[config.mk]
export PLATFORM = sky130hd
export DESIGN_NAME = rnn_char_sequencer_flat
export DESIGN_NICKNAME = d
export VERILOG_FILES = /design/src/rtl/rnn_char_sequencer_if.sv /design/src/rtl/rnn_char_sequencer.sv /design/src/flat_wrapper.sv
export SDC_FILE = /design/constraint.sdc
export NUM_CORES = 2
export LEC_CHECK = 0
export ABC_CLOCK_PERIOD_IN_PS = 3290
export CELL_PAD_IN_SITES_DETAIL_PLACEMENT = 0
export CELL_PAD_IN_SITES_GLOBAL_PLACEMENT = 1
export CORE_MARGIN = 8
export CORE_UTILIZATION = 30
export DETAILED_ROUTE_END_ITERATION = 6
export DONT_BUFFER_PORTS = 1
export PLACE_DENSITY = 0.52
export SETUP_SLACK_MARGIN = 0.02
export SLEW_MARGIN = 20
export SYNTH_ARGS = -nofsm -noshare
export SYNTH_HDL_FRONTEND = slang
export SYNTH_SLANG_ARGS = --single-unit
[constraint.sdc]
create_clock -name clk -period 3.29 [get_ports clk]
set_clock_uncertainty 0.2 [all_clocks]
set_input_delay 0.987 -clock clk [delete_from_list [all_inputs] [get_ports clk]]
set_output_delay 0.987 -clock clk [all_outputs]
set_load 0.02 [all_outputs]
[src/rtl/rnn_char_sequencer_if.sv]
// rnn_char_sequencer_if: register-port bus between the sequencer and the rnn core.
// Ports (signals):
//   write  strobe, master->slave     read   strobe, master->slave
//   addr   32-bit register address   wdata  32-bit write data
//   rdata  32-bit read data, slave->master, valid the cycle after read
interface rnn_char_sequencer_if;
    logic        write;
    logic        read;
    logic [31:0] addr;
    logic [31:0] wdata;
    logic [31:0] rdata;
    modport master (output write, read, addr, wdata, input rdata);
    modport slave  (input write, read, addr, wdata, output rdata);
endinterface

[src/rtl/rnn_char_sequencer.sv]
// rnn_char_sequencer: feeds embedded characters into an rnn core and returns its dense result.
// Ports:
//   clk, rst_n                         clock, asynchronous active-low reset
//   char_valid/ready/data/last         character stream from the host
//   tab_write/addr/data                embedding-table write port, addr = {index, element}
//   rnn                                register-port bus master towards the rnn
//   busy, result, result_valid         status and dense-layer output to the host
module rnn_char_sequencer #(
    parameter int VOCAB  = 64,
    parameter int IDX_W  = 6,
    parameter int DATA_W = 16
) (
    input  logic                clk,
    input  logic                rst_n,
    input  logic                char_valid,
    output logic                char_ready,
    input  logic [IDX_W-1:0]    char_data,
    input  logic                char_last,
    input  logic                tab_write,
    input  logic [IDX_W:0]      tab_addr,
    input  logic [DATA_W-1:0]   tab_data,
    rnn_char_sequencer_if.master rnn,
    output logic                busy,
    output logic [DATA_W-1:0]   result,
    output logic                result_valid
);
    typedef enum logic [3:0] {IDLE, EMB0, EMB1, STEP, POLL, CHK, DENSE, DPOLL, DCHK, RES, RCAP} state_t;
    state_t state, state_nx;
    logic [DATA_W-1:0] tab [VOCAB*2];
    logic [DATA_W-1:0] e0, e1;
    logic last, accept, unused_rdata;
    assign char_ready   = state == IDLE;
    assign busy         = !char_ready;
    assign accept       = char_valid && char_ready;
    assign unused_rdata = ^rnn.rdata[31:DATA_W];
    always_ff @(posedge clk or negedge rst_n) begin
        if (!rst_n) begin
            for (int i = 0; i < VOCAB*2; i++) tab[i] <= '0;
        end else if (tab_write) begin
            tab[tab_addr] <= tab_data;
        end
    end
    // Elements are captured from the pre-write table contents, so a write in the
    // acceptance cycle only affects later lookups.
    always_ff @(posedge clk or negedge rst_n) begin
        if (!rst_n) begin
            state        <= IDLE;
            e0           <= '0;
            e1           <= '0;
            last         <= 1'b0;
            result       <= '0;
            result_valid <= 1'b0;
        end else begin
            state <= state_nx;
            if (accept) begin
                e0           <= tab[{char_data, 1'b0}];
                e1           <= tab[{char_data, 1'b1}];
                last         <= char_last;
                result_valid <= 1'b0;
            end
            if (state == RCAP) begin
                result       <= rnn.rdata[DATA_W-1:0];
                result_valid <= 1'b1;
            end
        end
    end
    always_comb begin
        state_nx  = state;
        rnn.write = 1'b0;
        rnn.read  = 1'b0;
        rnn.addr  = '0;
        rnn.wdata = '0;
        case (state)
            IDLE:  state_nx = accept ? EMB0 : IDLE;
            EMB0:  begin rnn.write = 1'b1; rnn.addr = 32'd1; rnn.wdata = {16'd0, e0}; state_nx = EMB1; end
            EMB1:  begin rnn.write = 1'b1; rnn.addr = 32'd1; rnn.wdata = {16'd1, e1}; state_nx = STEP; end
            STEP:  begin rnn.write = 1'b1; state_nx = POLL; end
            POLL:  begin rnn.read = 1'b1; state_nx = CHK; end
            CHK:   state_nx = !rnn.rdata[0] ? POLL : last ? DENSE : IDLE;
            DENSE: begin rnn.write = 1'b1; rnn.addr = 32'd7; state_nx = DPOLL; end
            DPOLL: begin rnn.read = 1'b1; state_nx = DCHK; end
            DCHK:  state_nx = rnn.rdata[1] ? RES : DPOLL;
            RES:   begin rnn.read = 1'b1; rnn.addr = 32'd7; state_nx = RCAP; end
            RCAP:  state_nx = IDLE;
            default: state_nx = IDLE;
        endcase
    end
endmodule

[src/flat_wrapper.sv]
// flat-port wrapper written by rule: the top's interface ports become plain ports
module rnn_char_sequencer_flat 
#(
    parameter int VOCAB  = 64,
    parameter int IDX_W  = 6,
    parameter int DATA_W = 16
)
  (clk, rst_n, char_valid, char_ready, char_data, char_last, tab_write, tab_addr, tab_data, busy, result, result_valid, rnn_write, rnn_read, rnn_addr, rnn_wdata, rnn_rdata);
  rnn_char_sequencer_if rnn_i ();
  input  logic clk;
  input  logic rst_n;
  input  logic char_valid;
  output logic char_ready;
  input  logic [IDX_W-1:0] char_data;
  input  logic char_last;
  input  logic tab_write;
  input  logic [IDX_W:0] tab_addr;
  input  logic [DATA_W-1:0] tab_data;
  output logic busy;
  output logic [DATA_W-1:0] result;
  output logic result_valid;
  output wire logic [$bits(rnn_i.write)-1:0] rnn_write;
  output wire logic [$bits(rnn_i.read)-1:0] rnn_read;
  output wire logic [$bits(rnn_i.addr)-1:0] rnn_addr;
  output wire logic [$bits(rnn_i.wdata)-1:0] rnn_wdata;
  input wire logic [$bits(rnn_i.rdata)-1:0] rnn_rdata;
  assign rnn_write = rnn_i.write;
  assign rnn_read = rnn_i.read;
  assign rnn_addr = rnn_i.addr;
  assign rnn_wdata = rnn_i.wdata;
  assign rnn_i.rdata = rnn_rdata;
  rnn_char_sequencer #(.VOCAB(VOCAB), .IDX_W(IDX_W), .DATA_W(DATA_W)) u_core (.clk(clk), .rst_n(rst_n), .char_valid(char_valid), .char_ready(char_ready), .char_data(char_data), .char_last(char_last), .tab_write(tab_write), .tab_addr(tab_addr), .tab_data(tab_data), .rnn(rnn_i), .busy(busy), .result(result), .result_valid(result_valid));
endmodule
==> key figures <==
STA
  – Worst rel slew slack: 0.256
  – RSZ-0062 raised after global routing: yes
  – Max Clk Rate: 283 MHz
  – Fin crit period: 3.53 ns
  – Fin. max-slew vios: 0
  – Final Cycle Share: 1.07
  – Min Hold Slack: -0.385 ns
  – Final setup fails: 19
  – Worst-margin pin slew: 1.12 ns
  – PnR worst setup slack: -0.238 ns
  – Hold Violations, Final: 122

Global route
  – Grt ovf: 0
  – Initial antenna violation count: 17
  – Pin count of the biggest net entering global routing: 238
  – Number of global-route vias before repair: 59,616
  – Global-route wire length before repair: 430,000 um
  – All-Layer GR Usage: 0.170

Finish
  – Commonest non-fill, non-tap cell in the layout: dfrtp_1
  – Nets: 6,616
  – Layout cell share with drive strength beyond 1: 0.477
  – # fillers: 30,650
  – Synthesis-to-finish area growth: 16.4%
  – Commonest non-fill, non-tap cells in the layout: dfrtp_1, mux2_2, mux2i_1, buf_4, mux4_2
  – Final Util: 0.350

Place
  – Port bufs: 0
  – Pre-CTS setup slack: -1.55 ns
  – Global placement routability congestion: 0.758
  – DP HPWL: 170,000 um

Flow run
  – Max-cap violations: 0

Floorplan
  – Die Y: 582 um
  – Starting Density: 0.300
  – Io pins: 151
  – Row cnt: 208
  – Die area: 339,000 um2
  – Die X: 582 um
  – Core Area: 320,000 um2

Clock network
  – CTS tree: done
  – H-Tree Depth: 4
  – CTS Buf Count: 235
  – CTS sink cnt: 2,102
  – Clock slew at reported path FFs: 0.06 ns
  – Bufs on Longest Clock Path: 4
  – CTS root buffer: clkbuf_16
  – Skew-Pair Late Insertion Delay: 0.90 ns

Power and ir drop
  – Pint: 47,600 uW
  – Pwr Total: 63,100 uW
  – Leak Pwr: 0.0533 uW
  – Sw power: 15,500 uW
  – Comb power frac: 0.115
  – Clock power share: 0.417
  – Power share of the sequential group: 0.468
  – Maximum vdd drop: 0.418 mV
  – Switch share: 0.246
  – Cell Pwr Density: 564 nW/um2

Hold path
  – Hold WC Path Type: input port to asynchronous set/reset pin

Worst setup path
  – Startpoint types: flip-flop
  – Crit end category: output port
  – Worst path required time: 2.10 ns
  – CP Data Arrival Time: 2.34 ns
  – Worst r2r src: u_core.state[0]$_DFF_PN0_
  – WS Path Type: flip-flop to output port
  – Crit Path Max Fanout: 8
  – Crit path from: u_core.state[0]$_DFF_PN0_

Synthesis
  – Cell taking the most area after synthesis: dfrtp_1
  – Asr flop ratio synth: 1.00
  – Main combinational cell family by area after synthesis: multiplexers
  – Synth unique cells: 50
  – Post-synthesis xor/xnor area fraction: 0
  – Post-Synth Adder-Cell Area: 0
  – Area fraction in and, or, nand and nor cells after synthesis: 0.0246
  – Top cell type's share of synthesized area: 0.547
  – Warning count from the yosys run: 0
  – Seq/Total Area, Yosys: 0.547
  – Flip-flop and latch count after synthesis: 2,102
  – Avg Cell Area, Syn: 15.0 um2
  – Synthesized cell area: 96,200 um2
  – Synth Instances: 6,407
  – Synth Area in Compound Gates: 0.0376
  – EDFF count, synth: 0
  – Multiplexer share of the synthesized area: 0.356
  – Top_reg_cell synth: dfrtp_1
  – Synth top area cells: dfrtp_1, mux2_2, mux4_2

Detailed routing
  – Post-DR vias/cell: 5.10
  – Post-route ant nets: 0
  – Drt first-iter violations: 3,251
  – DR vias: 55,814
  – DRC violations left: 0
  – DRT Pass-1 Iters: 7
  – WL final: 293,000 um
  – WL/cell: 26.8 um

Outcome
  – Failing checks: hold timing, setup timing
  – Status: finished, violations left
[registers in the layout, summed over array words and instances, names as in the netlist]
signal	cells
u_core.e1	16
u_core.e0	16
u_core.result_valid	1
u_core.result	16
u_core.last	1
u_core.state	4
u_core.tab	2048
[kinds of logic after synthesis]
group | count (synthesis)
buffers and inverters | 649
and+or+nand+nor | 344
muxes | 2803
other | 1
AOI/OAI and AO/OA | 508
DFF | 2102
[layout make-up]
| type | count | area [um2] | area share |
|---|---|---|---|
| Multi-Input combinational cell | 3699 | 40700 | 0.363 |
| Inverter | 1 | 6.26 | 0.0000559 |
| Sequential cell | 2102 | 52600 | 0.470 |
| Clock buffer | 359 | 7010 | 0.0626 |
| Clock inverter | 55 | 643 | 0.00575 |
| Timing Repair Buffer | 511 | 5700 | 0.0510 |
| Antenna cell | 10 | 25.0 | 0.000224 |
| Tap cell | 4200 | 5260 | 0.0470 |
[metal layers]
metal / vias to the layer above / share of wire / track usage
li1: 23950 / - / -
met1: 30473 / 0.47 / 0.241
met2: 1054 / 0.46 / 0.272
met3: 337 / 0.050 / 0.0286
met4: 0 / 0.022 / 0.0375
met5: - / 0 / 0
[power groups by stage]
stage / combinational, uW / sequential, uW / clock, uW
2_1_floorplan: 4810 / 29500 / 0
3_5_place_dp: 6860 / 30000 / 0
6_report: 7290 / 29500 / 26300
3_3_place_gp: 6680 / 29800 / 0
5_1_grt: 7850 / 29800 / 28200
4_1_cts: 7240 / 29500 / 27200
[critical path, cell delays in order, from the launching register on]
cell	delay [ns]
dfrtp_1	0.40
buf_6	0.14
nand2b_4	0.07
nor3_4	0.04
buf_6	0.14
buf_12	0.14
a22o_1	0.26
buf_12	0.14
buf_8	0.12
[path summary, 6_finish.rpt]
| path | end | slack, ns | cells after the start |
|---|---|---|---|
| hold reg to reg | u_core.tab[125]$_DFFE_PN0P_ | 0.28 | 1 |
| min in group clk | u_core.tab[1286]$_DFFE_PN0P_ | 0.07 | 1 |
| setup / recovery | rnn_wdata[12] | -0.24 | 8 |
| hold / removal | u_core.tab[351]$_DFFE_PN0P_ | -0.39 | 0 |
| max in group asynchronous | u_core.tab[1731]$_DFFE_PN0P_ | 0.46 | 4 |
| setup reg to reg | u_core.e1[4]$_DFFE_PN0P_ | 0.19 | 11 |
[synthesized netlist by cell type (2+ instances only)]
cell type,count
nand2b_1,13
mux2i_1,448
or2_1,5
mux4_2,288
o211ai_1,32
nor3_2,5
nor2_2,7
nor3_4,7
clkbuf_1,319
nand3_1,71
buf_1,5
nand2_2,60
nor4_4,4
nand2_4,15
a31oi_1,64
buf_6,26
buf_2,170
a22oi_1,192
nor2b_1,8
mux2_2,1902
buf_4,128
dfrtp_1,2102
nor4_1,33
o21ai_0,2
nor2_1,12
a211o_1,32
nor3_1,6
nand2_1,48
a21oi_1,34
mux2_1,165
nor4_2,4
o22ai_1,100
nor2_4,36
a22o_1,48
[metrics by stage]
stage | setup TNS (ns) | instance area, um2 | instances
floorplan | 0 | 96300 | 6450
global placement | -518.52 | 103000 | 10461
detailed placement | -448.94 | 103000 | 10464
CTS | -5.23 | 112000 | 10918
global route | -5.36 | 112000 | 10931
finish | -2.92 | 112000 | 10937
[what timing repair did]
item / CTS / global route
setup buffers: 10 / 6
cloned: 4 / 2
pin swaps: 5 / 12
hold endpoints to repair: 282 / 207
endpoints found under the setup margin: 167 / 167
hold buffers: 26 / 2
resized for setup: 44 / 20
Power figures use the tool's default switching activity.
